`config.mk`:
```
export PLATFORM = sky130hd
export DESIGN_NAME = multicycle_controller
export DESIGN_NICKNAME = d
export VERILOG_FILES = /design/src/rtl/multicycle_controller.sv
export SDC_FILE = /design/constraint.sdc
export NUM_CORES = 1
export LEC_CHECK = 0
export ABC_AREA = 1
export BUFFER_PORTS_ARGS = -buffer_cell sky130_fd_sc_hd__buf_4
export CAP_MARGIN = 20
export CORE_AREA = 2 2 51 100
export DETAILED_ROUTE_END_ITERATION = 7
export DIE_AREA = 0 0 53 102
export GPL_TIMING_DRIVEN = 0
export PLACE_DENSITY = 0.77
export SETUP_SLACK_MARGIN = 0.2
export SKIP_LAST_GASP = 1
export SYNTH_ARGS = -nofsm -noshare
export SYNTH_HDL_FRONTEND = slang
export SYNTH_SLANG_ARGS = --single-unit
```
`constraint.sdc`:
```
create_clock -name clk -period 1.8 [get_ports clk]
set_input_delay 0.36 -clock clk [delete_from_list [all_inputs] [get_ports clk]]
set_output_delay 0.36 -clock clk [all_outputs]
set_load 0.02 [all_outputs]
```
`src/rtl/multicycle_controller.sv`:
```
// Sequencing FSM for the multicycle RV32I subset core: decode, datapath enables/selects, retire counter.
// Optional MC_MEM_WAIT_EN: FETCH/MEMREAD/MEMWRITE hold until MemReady; otherwise MemReady is ignored.
module multicycle_controller #(
    parameter int CNT_W = 32
) (
    input  logic             clk,
    input  logic             reset,
    input  logic [6:0]       op,
    input  logic [2:0]       funct3,
    input  logic             funct7b5,
    input  logic             Zero,
    input  logic             MemReady,
    output logic             PCWrite,
    output logic             AdrSrc,
    output logic             MemWrite,
    output logic             IRWrite,
    output logic [1:0]       ResultSrc,
    output logic [1:0]       ALUSrcA,
    output logic [1:0]       ALUSrcB,
    output logic             RegWrite,
    output logic [1:0]       ImmSrc,
    output logic [2:0]       ALUControl,
    output logic             Illegal,
    output logic [CNT_W-1:0] Instret
);

    localparam logic [3:0] FETCH    = 4'd0;
    localparam logic [3:0] DECODE   = 4'd1;
    localparam logic [3:0] MEMADR   = 4'd2;
    localparam logic [3:0] MEMREAD  = 4'd3;
    localparam logic [3:0] MEMWB    = 4'd4;
    localparam logic [3:0] MEMWRITE = 4'd5;
    localparam logic [3:0] EXECR    = 4'd6;
    localparam logic [3:0] EXECI    = 4'd7;
    localparam logic [3:0] ALUWB    = 4'd8;
    localparam logic [3:0] BEQ      = 4'd9;
    localparam logic [3:0] JAL      = 4'd10;
    localparam logic [3:0] TRAP     = 4'd11;

    localparam logic [6:0] OP_LW   = 7'b0000011;
    localparam logic [6:0] OP_SW   = 7'b0100011;
    localparam logic [6:0] OP_R    = 7'b0110011;
    localparam logic [6:0] OP_I    = 7'b0010011;
    localparam logic [6:0] OP_BEQ  = 7'b1100011;
    localparam logic [6:0] OP_JAL  = 7'b1101111;

    logic [3:0]       state_reg;
    logic [3:0]       state_next;
    logic [3:0]       state_eff;
    logic [CNT_W-1:0] instret_reg;
    logic             illegal_reg;
    logic [1:0]       alu_op;
    logic             mem_go;
    logic             retire;

`ifdef MC_MEM_WAIT_EN
    assign mem_go = MemReady;
`else
    logic unused_memready;
    assign unused_memready = MemReady;
    assign mem_go          = 1'b1;
`endif

    // While held in reset the outputs decode as FETCH (with enables masked below).
    assign state_eff = reset ? state_reg : FETCH;

    always_comb begin
        state_next = state_reg;
        case (state_reg)
            FETCH:    if (mem_go) state_next = DECODE;
            DECODE: begin
                case (op)
                    OP_LW, OP_SW: state_next = MEMADR;
                    OP_R:         state_next = EXECR;
                    OP_I:         state_next = EXECI;
                    OP_BEQ:       state_next = BEQ;
                    OP_JAL:       state_next = JAL;
                    default:      state_next = TRAP;
                endcase
            end
            MEMADR:   state_next = op[5] ? MEMWRITE : MEMREAD;
            MEMREAD:  if (mem_go) state_next = MEMWB;
            MEMWRITE: if (mem_go) state_next = FETCH;
            EXECR, EXECI: state_next = ALUWB;
            MEMWB, ALUWB, BEQ, JAL: state_next = FETCH;
            TRAP:     state_next = TRAP;
            default:  state_next = FETCH;
        endcase
    end

    always_comb begin
        retire = 1'b0;
        case (state_reg)
            MEMWB, ALUWB, BEQ, JAL: retire = 1'b1;
            MEMWRITE:               retire = mem_go;
            default:                retire = 1'b0;
        endcase
    end

    always_ff @(posedge clk) begin
        if (!reset) begin
            state_reg   <= FETCH;
            instret_reg <= '0;
            illegal_reg <= 1'b0;
        end else begin
            state_reg <= state_next;
            if (retire) begin
                instret_reg <= instret_reg + CNT_W'(1);
            end
            if (state_next == TRAP) begin
                illegal_reg <= 1'b1;
            end
        end
    end

    always_comb begin
        PCWrite   = 1'b0;
        AdrSrc    = 1'b0;
        MemWrite  = 1'b0;
        IRWrite   = 1'b0;
        ResultSrc = 2'b00;
        ALUSrcA   = 2'b00;
        ALUSrcB   = 2'b00;
        RegWrite  = 1'b0;
        alu_op    = 2'b00;
        case (state_eff)
            FETCH: begin
                IRWrite   = mem_go;
                PCWrite   = mem_go;
                ALUSrcB   = 2'b10;
                ResultSrc = 2'b10;
            end
            DECODE: begin
                ALUSrcA = 2'b01;
                ALUSrcB = 2'b01;
            end
            MEMADR: begin
                ALUSrcA = 2'b10;
                ALUSrcB = 2'b01;
            end
            MEMREAD:  AdrSrc = 1'b1;
            MEMWB: begin
                ResultSrc = 2'b01;
                RegWrite  = 1'b1;
            end
            // The strobe stays up across memory wait cycles.
            MEMWRITE: begin
                AdrSrc   = 1'b1;
                MemWrite = 1'b1;
            end
            EXECR: begin
                ALUSrcA = 2'b10;
                ALUSrcB = 2'b00;
                alu_op  = 2'b10;
            end
            EXECI: begin
                ALUSrcA = 2'b10;
                ALUSrcB = 2'b01;
                alu_op  = 2'b10;
            end
            ALUWB:    RegWrite = 1'b1;
            BEQ: begin
                ALUSrcA = 2'b10;
                alu_op  = 2'b01;
                PCWrite = Zero;
            end
            JAL: begin
                ALUSrcA = 2'b01;
                ALUSrcB = 2'b10;
                PCWrite = 1'b1;
            end
            default: ;
        endcase
        if (!reset) begin
            PCWrite  = 1'b0;
            IRWrite  = 1'b0;
            RegWrite = 1'b0;
            MemWrite = 1'b0;
        end
    end

    always_comb begin
        case (alu_op)
            2'b00: ALUControl = 3'b000;
            2'b01: ALUControl = 3'b001;
            default: begin
                case (funct3)
                    3'b000:  ALUControl = (op[5] & funct7b5) ? 3'b001 : 3'b000;
                    3'b010:  ALUControl = 3'b101;
                    3'b110:  ALUControl = 3'b011;
                    3'b111:  ALUControl = 3'b010;
                    default: ALUControl = 3'b000;
                endcase
            end
        endcase
    end

    always_comb begin
        case (op)
            OP_SW:   ImmSrc = 2'b01;
            OP_BEQ:  ImmSrc = 2'b10;
            OP_JAL:  ImmSrc = 2'b11;
            default: ImmSrc = 2'b00;
        endcase
    end

    assign Illegal = reset & illegal_reg;
    assign Instret = instret_reg;

endmodule

```
==> impl_metrics.env <==
export IMPL_worst_pin_slew_ns=0.543
export IMPL_rows=35
export IMPL_critPathKind="flip-flop to output pin"
export IMPL_slew_viol_final=0
export IMPL_place_gp_congestion=0.857
export IMPL_post_drt_wl_per_cell_um=13.7
export IMPL_dp_final_hpwl_um=5440
export IMPL_synth_cells=400
export IMPL_track_usage_pct=28.4
export IMPL_vias=2831
export IMPL_layout_drive_gt1_share_pct=31.3
export IMPL_cellPowerDensity_mw_per_mm2=637
export IMPL_area_delta_synth_final_pct=40.3
export IMPL_cpLargestDelayFamily="buffers and inverters"
export IMPL_clock_latency_ns=0.29
export IMPL_leakagePower_uw=0.00140
export IMPL_failed_checks="setup timing"
export IMPL_yosysWarnings=0
export IMPL_slowest_delay_ns=0.33
export IMPL_synth_top_cell_by_area="dfxtp_1"
export IMPL_outcome="finished with violations"
export IMPL_num_antenna_cells=0
export IMPL_drc=0
export IMPL_setup_viol_count_final=1
export IMPL_fp_dieW_um=53
export IMPL_cts_sinks=37
export IMPL_fin_ws_ns=-0.0228
export IMPL_switching_power_uw=712
export IMPL_routed_via_density=5.27
export IMPL_nFillCells=421
export IMPL_drtPass1Iterations=4
export IMPL_layout_min_cycle_time_ns=1.82
export IMPL_finalPower_uw=2100
export IMPL_grt_pass1_wl_um=11500
export IMPL_path_cells="buf_4 > nor2_4 > inv_4 > nor2_4 > nand2_2 > o211ai_1 > buf_4"
export IMPL_post_route_period_util_pct=101
export IMPL_cts_root_buffer="clkbuf_8"
export IMPL_synth_ff_type="dfxtp_1"
export IMPL_hold_viol=0
export IMPL_async_flop_share_pct=0
export IMPL_avgSynthCellArea_um2=5.87
export IMPL_finalNetCount=498
export IMPL_synth_cell_types=31
export IMPL_drt_iter0_markers=102
export IMPL_yosysMostFrequentCell="nand2_1"
export IMPL_ys_seq_area_share_pct=31.5
export IMPL_port_buffers=62
export IMPL_holdWs_ns=0.449
export IMPL_ant_nets=0
export IMPL_dieHeight_um=102
export IMPL_critical_path_peak_fanout=4
export IMPL_grt_max_degree=11
export IMPL_largest_reg_flops=32
export IMPL_grt_overflow_total=0
export IMPL_cp_end_kind="output pin"
export IMPL_synthTopCellsByArea="dfxtp_1, nand2_1, nor2_1"
export IMPL_core_mm2=0.00460
export IMPL_maxSlewHeadroom_pct=63.8
export IMPL_worstPathRequired_ns=1.44
export IMPL_seq_power_share_pct=42.3
export IMPL_netlist_area_mm2=0.00235
export IMPL_postCtsHoldBufs=0
export IMPL_cts_tree="done"
export IMPL_antenna_found_initial=0
export IMPL_maxCapViolCount=0
export IMPL_worstSetupStartpointType="flip-flop"
export IMPL_critical_path_buf_inv_count=3
export IMPL_netlist_area_leader_share_pct=31.5
export IMPL_routed_wl_um=7380
export IMPL_comb_power_share_pct=28.9
export IMPL_cts_max_level=2
export IMPL_p_int_uw=1390
export IMPL_dieArea_mm2=0.00541
export IMPL_synth_common_cells="nand2_1, nor2_1, inv_1"
export IMPL_cts_buffers=5
export IMPL_dp_cells=517
export IMPL_swShare_pct=33.9
export IMPL_slowest_stage="dfxtp_2"
export IMPL_grt_pass1_vias=2687
export IMPL_rsz0062_at_grt="yes"
export IMPL_initial_core_util_pct=51.1
export IMPL_placed_cell_area_mm2=0.00289
export IMPL_synth_edf_count=0
export IMPL_finalNonFillerCells=537
export IMPL_ys_ff_latch=37
export IMPL_fin_area_mm2=0.00330
export IMPL_num_io_pins=64
export IMPL_clkTransAtPathRegs_ns=0.07
export IMPL_arrival_ns=1.46
export IMPL_hold_class="flip-flop to flip-flop"
export IMPL_fmax_ghz=0.549
export IMPL_final_util_pct=71.7
export IMPL_clockPowerShare_pct=28.8
export IMPL_skew_ns=0.00440
export IMPL_cts_path_max_buffers=2
export IMPL_synthesis_nets=416
export IMPL_ir_drop_uv=589
-- cell type report --
type                    instances  area (um^2)  share of cell area [%]
multi-input cells             309         1570                    47.8
flip-flops and latches         37          764                    23.2
repair buffers                 75          582                    17.7
inverters                      48          184                    5.58
clock buffers                   7         86.3                    2.62
well taps                      55         68.8                    2.09
plain buffers                   6         36.3                    1.10
-- power by group through the flow --
| stage | logic (uW) | registers [uW] | clock network (uW) |
|---|---|---|---|
| 2_1_floorplan | 285 | 893 | 0 |
| 3_3_place_gp | 449 | 891 | 0 |
| 3_5_place_dp | 456 | 892 | 0 |
| 4_1_cts | 544 | 881 | 601 |
| 5_1_grt | 647 | 894 | 643 |
| 6_report | 607 | 888 | 605 |
-- cells in the final DEF, fill, tap and decap left out, types with 3 or more instances in the layout --
cell      instances
o21a_1            3
dfxtp_4           3
nor3_4            3
clkbuf_8          6
nand2_1         129
a21oi_1          23
dfxtp_1          24
buf_6             6
nor2_4           13
inv_2             7
nand3_1          22
nor2_1           57
nand4_1           6
inv_1            39
nand2_2          11
nor3_1            4
xor2_1            3
nand3_2           4
clkbuf_1          3
nor2_2            6
o21ai_0           6
buf_4            71
dfxtp_2          10
-- metrics by stage --
step,TNS [ns],setup WS [ns]
after floorplan,0,0.222
after global placement,0,0.0254
after detailed placement,0,0.0343
after CTS,-0.0174,-0.00938
after global routing,-0.168,-0.0513
final,-0.0228,-0.0228
-- cells by family after synthesis --
group                    Yosys count  synth area share, %
adder cells (fa/ha/maj)            1                0.533
AO/OA/AOI/OAI                     42                 10.1
buffers and inverters             54                 9.11
XOR/XNOR                           3                 1.12
flip-flops                        37                 31.5
AND/OR/NAND/NOR                  263                 47.6
-- final timing paths --
check / to / cells after the start / from / slack [ns]
min reg2reg: illegal_reg$_SDFFE_PN0N_ / 2 / illegal_reg$_SDFFE_PN0N_ / 0.45
max: ALUSrcB[0] / 7 / state_reg[3]$_SDFF_PN0_ / -0.02
max reg2reg: illegal_reg$_SDFFE_PN0N_ / 10 / state_reg[3]$_SDFF_PN0_ / 0.26
min: illegal_reg$_SDFFE_PN0N_ / 2 / illegal_reg$_SDFFE_PN0N_ / 0.45
-- timing repair --
action	4_1_cts	5_1_grt
setup endpoints to repair	24	29
gates resized for setup	38	38
pin swaps	9	21
setup buffers	6	7
-- worst register-to-register path, delay by kind of cell, from the launching register on --
| family | cells | cell delay, ns |
|---|---|---|
| flip-flops | 1 | 0.33 |
| buffers and inverters | 4 | 0.45 |
| AO/OA/AOI/OAI | 1 | 0.07 |
| AND/OR/NAND/NOR | 5 | 0.65 |
-- metal layers --
layer	global-route usage, %	up-vias	share of wire, %
li1	-	1425	-
met1	26.5	1304	34
met2	55.7	83	58
met3	4.68	19	3.9
met4	14.0	0	3.7
met5	0	-	0
No activity file was read; power rests on OpenSTA's default activity.
